$ cat src/rtl/lsu_mem_ctrl.sv
// Load/store sequencer in front of a word-wide, 1-cycle-read data memory.
// Byte/half/word CPU requests become mem_read/mem_write cycles; sub-word stores use read-modify-write.
module lsu_mem_ctrl #(
    parameter int unsigned ADDR_WIDTH = 8,
    parameter int unsigned DATA_WIDTH = 32
) (
    input  logic                  clk,
    input  logic                  rst,
    input  logic                  req_valid,
    output logic                  req_ready,
    input  logic                  req_write,
    input  logic [1:0]            req_size,
    input  logic                  req_signed,
    input  logic [ADDR_WIDTH+1:0] req_addr,
    input  logic [DATA_WIDTH-1:0] req_wdata,
    output logic                  resp_valid,
    output logic                  resp_err,
    output logic [DATA_WIDTH-1:0] resp_rdata,
    output logic                  mem_read,
    output logic                  mem_write,
    output logic [ADDR_WIDTH-1:0] mem_address,
    output logic [DATA_WIDTH-1:0] mem_write_data,
    input  logic [DATA_WIDTH-1:0] mem_read_data
);

    typedef enum logic [2:0] {StIdle, StRead, StWait, StWrite, StResp} state_t;

    state_t                r_state;
    logic                  r_write;
    logic [1:0]            r_size;
    logic                  r_signed;
    logic [1:0]            r_off;
    logic [DATA_WIDTH-1:0] r_wdata;
    logic                  r_resp_valid;
    logic                  r_resp_err;
    logic [DATA_WIDTH-1:0] r_resp_rdata;
    logic                  r_mem_read;
    logic                  r_mem_write;
    logic [ADDR_WIDTH-1:0] r_mem_address;
    logic [DATA_WIDTH-1:0] r_mem_write_data;

    logic                  w_accept;
    logic                  w_misalign;
    logic [7:0]            w_byte;
    logic [15:0]           w_half;
    logic [DATA_WIDTH-1:0] w_load;
    logic [DATA_WIDTH-1:0] w_merge;

    assign req_ready      = (r_state == StIdle) && !rst;
    assign w_accept       = req_valid && req_ready;
    assign w_misalign     = (req_size == 2'b11) ||
                            (req_size == 2'b01 && req_addr[0]) ||
                            (req_size == 2'b10 && req_addr[1:0] != 2'b00);

    assign resp_valid     = r_resp_valid;
    assign resp_err       = r_resp_err;
    assign resp_rdata     = r_resp_rdata;
    assign mem_read       = r_mem_read;
    assign mem_write      = r_mem_write;
    assign mem_address    = r_mem_address;
    assign mem_write_data = r_mem_write_data;

    // Little-endian lane extraction and extension of the word returned by memory.
    always_comb begin
        w_byte = mem_read_data[{r_off, 3'b000} +: 8];
        w_half = r_off[1] ? mem_read_data[31:16] : mem_read_data[15:0];
        case (r_size)
            2'b00:   w_load = {{24{r_signed & w_byte[7]}}, w_byte};
            2'b01:   w_load = {{16{r_signed & w_half[15]}}, w_half};
            default: w_load = mem_read_data;
        endcase
    end

    always_comb begin
        w_merge = mem_read_data;
        if (r_size == 2'b00) begin
            w_merge[{r_off, 3'b000} +: 8] = r_wdata[7:0];
        end else begin
            w_merge[{r_off[1], 4'b0000} +: 16] = r_wdata[15:0];
        end
    end

    always_ff @(posedge clk) begin
        if (rst) begin
            r_state          <= StIdle;
            r_write          <= 1'b0;
            r_size           <= 2'b00;
            r_signed         <= 1'b0;
            r_off            <= 2'b00;
            r_wdata          <= '0;
            r_resp_valid     <= 1'b0;
            r_resp_err       <= 1'b0;
            r_resp_rdata     <= '0;
            r_mem_read       <= 1'b0;
            r_mem_write      <= 1'b0;
            r_mem_address    <= '0;
            r_mem_write_data <= '0;
        end else begin
            r_resp_valid <= 1'b0;
            r_mem_read   <= 1'b0;
            r_mem_write  <= 1'b0;
            case (r_state)
                StIdle: begin
                    if (w_accept) begin
                        r_write  <= req_write;
                        r_size   <= req_size;
                        r_signed <= req_signed;
                        r_off    <= req_addr[1:0];
                        r_wdata  <= req_wdata;
                        if (w_misalign) begin
                            r_state      <= StResp;
                            r_resp_valid <= 1'b1;
                            r_resp_err   <= 1'b1;
                            r_resp_rdata <= '0;
                        end else begin
                            r_mem_address <= req_addr[ADDR_WIDTH+1:2];
                            if (req_write && req_size == 2'b10) begin
                                r_mem_write      <= 1'b1;
                                r_mem_write_data <= req_wdata;
                                r_state          <= StWrite;
                            end else begin
                                r_mem_read <= 1'b1;
                                r_state    <= StRead;
                            end
                        end
                    end
                end
                StRead: r_state <= StWait;
                StWait: begin
                    if (r_write) begin
                        r_mem_write      <= 1'b1;
                        r_mem_write_data <= w_merge;
                        r_state          <= StWrite;
                    end else begin
                        r_resp_valid <= 1'b1;
                        r_resp_err   <= 1'b0;
                        r_resp_rdata <= w_load;
                        r_state      <= StResp;
                    end
                end
                StWrite: begin
                    r_resp_valid <= 1'b1;
                    r_resp_err   <= 1'b0;
                    r_resp_rdata <= '0;
                    r_state      <= StResp;
                end
                StResp:  r_state <= StIdle;
                default: r_state <= StIdle;
            endcase
        end
    end

endmodule

$ cat config.mk
export PLATFORM = sky130hd
export DESIGN_NAME = lsu_mem_ctrl
export DESIGN_NICKNAME = d
export VERILOG_FILES = /design/src/rtl/lsu_mem_ctrl.sv
export SDC_FILE = /design/constraint.sdc
export NUM_CORES = 1
export LEC_CHECK = 0
export CORE_MARGIN = 2
export CORE_UTILIZATION = 52
export DETAILED_ROUTE_END_ITERATION = 8
export PLACE_DENSITY = 0.95
export SLEW_MARGIN = 20
export SYNTH_ARGS = -nofsm -noshare
export SYNTH_HDL_FRONTEND = slang
export SYNTH_SLANG_ARGS = --single-unit
$ cat constraint.sdc
create_clock -name clk -period 6.65 [get_ports clk]
set_clock_uncertainty 0.15 [all_clocks]
set_input_delay 0.665 -clock clk [delete_from_list [all_inputs] [get_ports clk]]
set_output_delay 0.665 -clock clk [all_outputs]
set_load 0.02 [all_outputs]
-- Yosys cells after proc, flatten, opt, wreduce, memory -nomap -nowiden
Cells that the tools add are included.
- $add $sub $neg: 2
- eq/ne operators: 13
- shift operators: 5
- mux-type cells: 33
- bitwise operators: 5
- reduce and logical (&&, ||, !) cells: 18
- operator list (operator ; number):
    $mux W32 ; 8
    $pmux W32 S2 ; 2
    $pmux W32 S3 ; 1
    $bwmux W32 ; 2
    $shift A16 B7 Y32 const A ; 1
    $shift A8 B7 Y32 const A ; 1
    $shiftx A16 B7 Y32 ; 1
    $shiftx A32 B6 Y8 ; 1
    $shiftx A8 B7 Y32 ; 1
    $mux W16 ; 1
    $neg A5 Y7 ; 2
    $pmux W3 S4 ; 1
    $mux W1 ; 11
    $ne A2 B2 Y1 const B ; 5
    $mux W3 ; 3
    $eq A3 B2 Y1 const B ; 2
    $pmux W1 S3 ; 2
    $logic_and A1 B1 Y1 ; 5
    $reduce_and A5 Y1 ; 1
    $eq A2 B1 Y1 const B ; 2
    $eq A2 B2 Y1 const B ; 2
    $reduce_and A4 Y1 ; 1
    $reduce_bool A2 Y1 ; 2
    $reduce_or A4 Y1 ; 1
    13 further kinds ; 17
- register bits after elaboration: 101
- input bits: 81
- output and inout port bits: 77
- logic and storage cells: 89

-- Longest topological paths before layout
- word-level depth: 7
- gate-level depth with buffers: 9
- gate-level depth less buffers: 6

-- Least setup slack after synthesis
OpenSTA, ideal clock, no wires.
- kind: flip-flop to flip-flop
- start: register r_off[0]
- end: register r_mem_write_data[24], in the netlist mem_write_data[24]
- setup time: 0.074 ns
- arrival time: 2.489 ns
- required time: 6.426 ns
- setup slack: 3.937 ns
- stages on the path, launching flop included: 9
- buffers on the path: 2
- period minus slack after synthesis: 2.713 ns
- path through: dfxtp_1 -> clkbuf_1 -> clkbuf_1 -> inv_1 -> ha_1 -> or4b_2 -> o2bb2ai_1 -> o21ai_0 -> a31oi_1
- word-level cells in the longest chain between the ends: 6
- elaborated cells on any way between the ends: 7
- classes of those cells: add/sub (1); shift (2); mux (4)
- RTL lines (element ; RTL line ; source):
    start, declared ; 32 ; logic [1:0] r_off;
    start signal, assigned ; 108 ; r_off <= req_addr[1:0];
    $neg A5 Y7 * ; 77 ; w_merge[{r_off, 3'b000} +: 8] = r_wdata[7:0];
    $shiftx A8 B7 Y32 / $shift A8 B7 Y32 (equally long branches) ; 77 ;
    $bwmux W32 * ; 77 ;
    $mux W32 * ; 76 ; if (r_size == 2'b00) begin
    $mux W32 * ; 130 ; if (r_write) begin
    $pmux W32 S2 * ; 102 ; case (r_state)
    end signal, assigned ; 119 ; r_mem_write_data <= req_wdata;
    end signal, assigned ; 132 ; r_mem_write_data <= w_merge;
    end, declared ; 40 ; logic [DATA_WIDTH-1:0] r_mem_write_data;
Every way passes the cells marked *; elsewhere a longest branch is shown, timed or not. The select of a mux whose other input is x is not followed.
A chain may end at the register's enable or synchronous reset.

-- Final worst setup path
- start: input rst
- end: register r_mem_write_data[12], in the netlist mem_write_data[12]
- word-level cells in the longest chain between the ends: 5
- RTL lines (element ; RTL line ; source):
    start, declared ; 8 ; input logic rst,
    $logic_not A1 Y1 ; 49 ; assign req_ready = (r_state == StIdle) && !rst;
    $logic_and A1 B1 Y1 ; 49 ;
    $logic_and A1 B1 Y1 ; 50 ; assign w_accept = req_valid && req_ready;
    $ne A2 B2 Y1 (no line) ; n/a ;
    $reduce_and A5 Y1 (no line) ; n/a ;
Parallel ways exist; a longest one is shown, timed or not.

==> flow_metrics.env <==
export IMPL_status="finished clean"
export IMPL_synth_distinct_cells=55
export IMPL_critPathSlowestCell="clkdlybuf4s50_1"
export IMPL_reg2reg_from="r_off[1]"
export IMPL_ys_ff_latch=101
export IMPL_holdCritPathClass="register to register"
export IMPL_ios=158
export IMPL_drtPass1Iterations=5
export IMPL_hold_viol_final=0
export IMPL_synth_area_leaders="dfxtp_1, mux2i_1, a21oi_1"
export IMPL_worst_path_buf_inv=1
export IMPL_finalSetupTns_ns=0
export IMPL_hold_depth=1
export IMPL_antenna_found_initial=0
export IMPL_synth_edf_count=0
export IMPL_hold_end="resp_rdata[10]"
export IMPL_start_util_pct=53.7
export IMPL_drt_wirelength_per_cell_um=20.7
export IMPL_syn_num_nets=724
export IMPL_nets=837
export IMPL_finalCriticalPeriod_ns=4.02
export IMPL_whs_ns=0.325
export IMPL_hold_path_startpoint="resp_rdata[10]"
export IMPL_rsz0062_at_grt="false"
export IMPL_overflow=0
export IMPL_end_kind="register"
export IMPL_dr_first_iter_drc_count=740
export IMPL_die_area_um2=11600
export IMPL_dieHeight_um=108
export IMPL_cp_cell_sequence="clkdlybuf4s50_1 > nor4_4 > and4_2 > or2_1 > a31oi_1"
export IMPL_stdcell_area_um2=7250
export IMPL_synth_seq_area_share_pct=36.3
export IMPL_clk_latency_ns=0.37
export IMPL_core_area_um2=10400
export IMPL_rrSetupSlack_ns=2.93
export IMPL_synth_area_per_cell_um2=8.73
export IMPL_grt_usage_pct=31.2
export IMPL_arrival_ns=4.07
export IMPL_clk_pin_slew_worst_paths_ns=0.10
export IMPL_root_buffer="clkbuf_8"
export IMPL_cts_buffers=9
export IMPL_cts_max_path_buffers=2
export IMPL_final_common_cell="clkdlybuf4s50_1"
export IMPL_p_per_area_nw_per_um2=190
export IMPL_vias=5830
export IMPL_power_uw=1380
export IMPL_maxSlewViolCount=0
export IMPL_cts_sinks=101
export IMPL_finalSetupViolCount=0
export IMPL_dpl_instance_area_um2=7030
export IMPL_ir_drop_v=0.000104
export IMPL_netlist_area_um2=5570
export IMPL_area_growth_pct=30.1
export IMPL_cap_violations=0
export IMPL_p_leak_uw=0.00271
export IMPL_grt_max_degree=65
export IMPL_worst_slack_ns=2.63
export IMPL_ys_flop_type="dfxtp_1"
export IMPL_dp_worst_setup_slack_ns=2.02
export IMPL_critical_path_class="input port to register"
export IMPL_ant_nets=0
export IMPL_yosysTopAreaCell="dfxtp_1"
export IMPL_fmax_mhz=249
export IMPL_drc_errors=0
export IMPL_r2r_end="mem_write_data[28]"
export IMPL_dp_hpwl_mm=12.9
export IMPL_crit_required_ns=6.70
export IMPL_startpoint_type="input port"
export IMPL_crit_path_max_incr_delay_ns=0.97
export IMPL_yosysWarnings=0
export IMPL_synth_cells=638
export IMPL_routed_wl_mm=18.5
export IMPL_place_gp_congestion=0.945
export IMPL_cts_max_level=3
export IMPL_grt_pass1_wl_mm=28.6
export IMPL_cts_tree="yes"
export IMPL_cts_hold_buffers=0
export IMPL_final_cell_mix="clkdlybuf4s50_1, dfxtp_1, a21oi_1, mux2i_1, nand2_1"
export IMPL_grt_pass1_vias=5500
export IMPL_antennaDiodeCount=0
export IMPL_path_max_fanout=33
export IMPL_yosysTopAreaCellShare_pct=36.3
export IMPL_setup_worst_path_start="rst"
export IMPL_final_layout_size_suffix_gt1_share_pct=4.76
export IMPL_cp_top_family="simple AND/OR/NAND/NOR gates"
export IMPL_die_w_um=108
export IMPL_slew_headroom_pct=25.1
export IMPL_postCtsSetupBuffers=0
export IMPL_row_count=37
export IMPL_routed_via_density=6.54
export IMPL_cts_resized=0
export IMPL_async_reset_ff_share_pct=0
export IMPL_ff2ff_path_depth=7
export IMPL_min_period_over_period_pct=60.4
export IMPL_tightest_slew_ns=1.12
export IMPL_io_buffers=157
-- per-layer routing --
metal	GRT usage (%)	wire length, µm	vias to the layer above
met3	5.27	1770	67
met2	49.6	8660	390
met1	41.3	7300	2727
li1	-	-	2646
met4	14.7	755	0
met5	0	0	-
-- cell type report --
cell class | instances | area (µm²)
timing repair buffer | 164 | 1630
inverter | 26 | 97.6
clock inverter | 5 | 58.8
multi-input combinational | 449 | 3140
tap | 136 | 170
fill | 809 | 3120
clock buffer | 11 | 131
sequential | 101 | 2020
-- flip-flops by register name (all words and copies together), names as in the netlist --
register,count
r_wdata,16
resp_rdata,32
mem_address,8
r_size,2
r_state,3
r_write,1
resp_err,1
r_signed,1
mem_read,1
resp_valid,1
mem_write,1
mem_write_data,32
r_off,2
-- where the power goes --
group          switching (µW)  total [µW]  internal, µW
combinational             188         330           142
sequential               25.9         651           625
clock                     219         394           175
total                     433        1380           942
-- worst max path at each step --
stage,to,cells past startpoint
after floorplan,mem_write_data[24],8
after global placement,mem_write_data[28],5
after detailed placement,mem_write_data[12],5
after CTS,mem_write_data[12],5
after global routing,mem_write_data[12],5
final,mem_write_data[12],5
-- metrics by stage --
| step | std cells | util (%) |
|---|---|---|
| 4_1_cts | 890 | 69.7 |
| 3_3_place_gp | 874 | 67.8 |
| 2_1_floorplan | 638 | - |
| 3_5_place_dp | 874 | 67.8 |
| 5_1_grt | 892 | 69.9 |
| 6_report | 892 | 69.9 |
-- cell families after synthesis --
logic type	Yosys count	share of synthesized area (%)
buffers and inverters	88	7.70
flip-flops	101	36.3
AO/OA/AOI/OAI	266	33.1
multiplexers	49	9.03
adder cells (fa/ha/maj)	5	1.12
AND/OR/NAND/NOR	129	12.8
-- Yosys cell counts (2+ instances only) --
library cell / instances
nor2_1: 17
dfxtp_1: 101
o2bb2ai_1: 35
nor4bb_1: 2
o31ai_1: 44
buf_1: 5
o221ai_1: 9
and3b_1: 7
buf_2: 18
nand3_1: 10
nand2_1: 48
inv_1: 22
a21oi_1: 81
mux2i_1: 48
a211o_1: 6
or3_1: 7
nor3_1: 4
clkinv_1: 4
a221o_1: 6
a32o_1: 7
o21ai_0: 26
a22oi_1: 22
nand4bb_1: 2
a31oi_1: 13
nand2b_1: 17
buf_6: 8
clkbuf_1: 26
o311ai_0: 9
ha_1: 5
buf_4: 4
No activity file was read; power rests on OpenSTA's default activity.
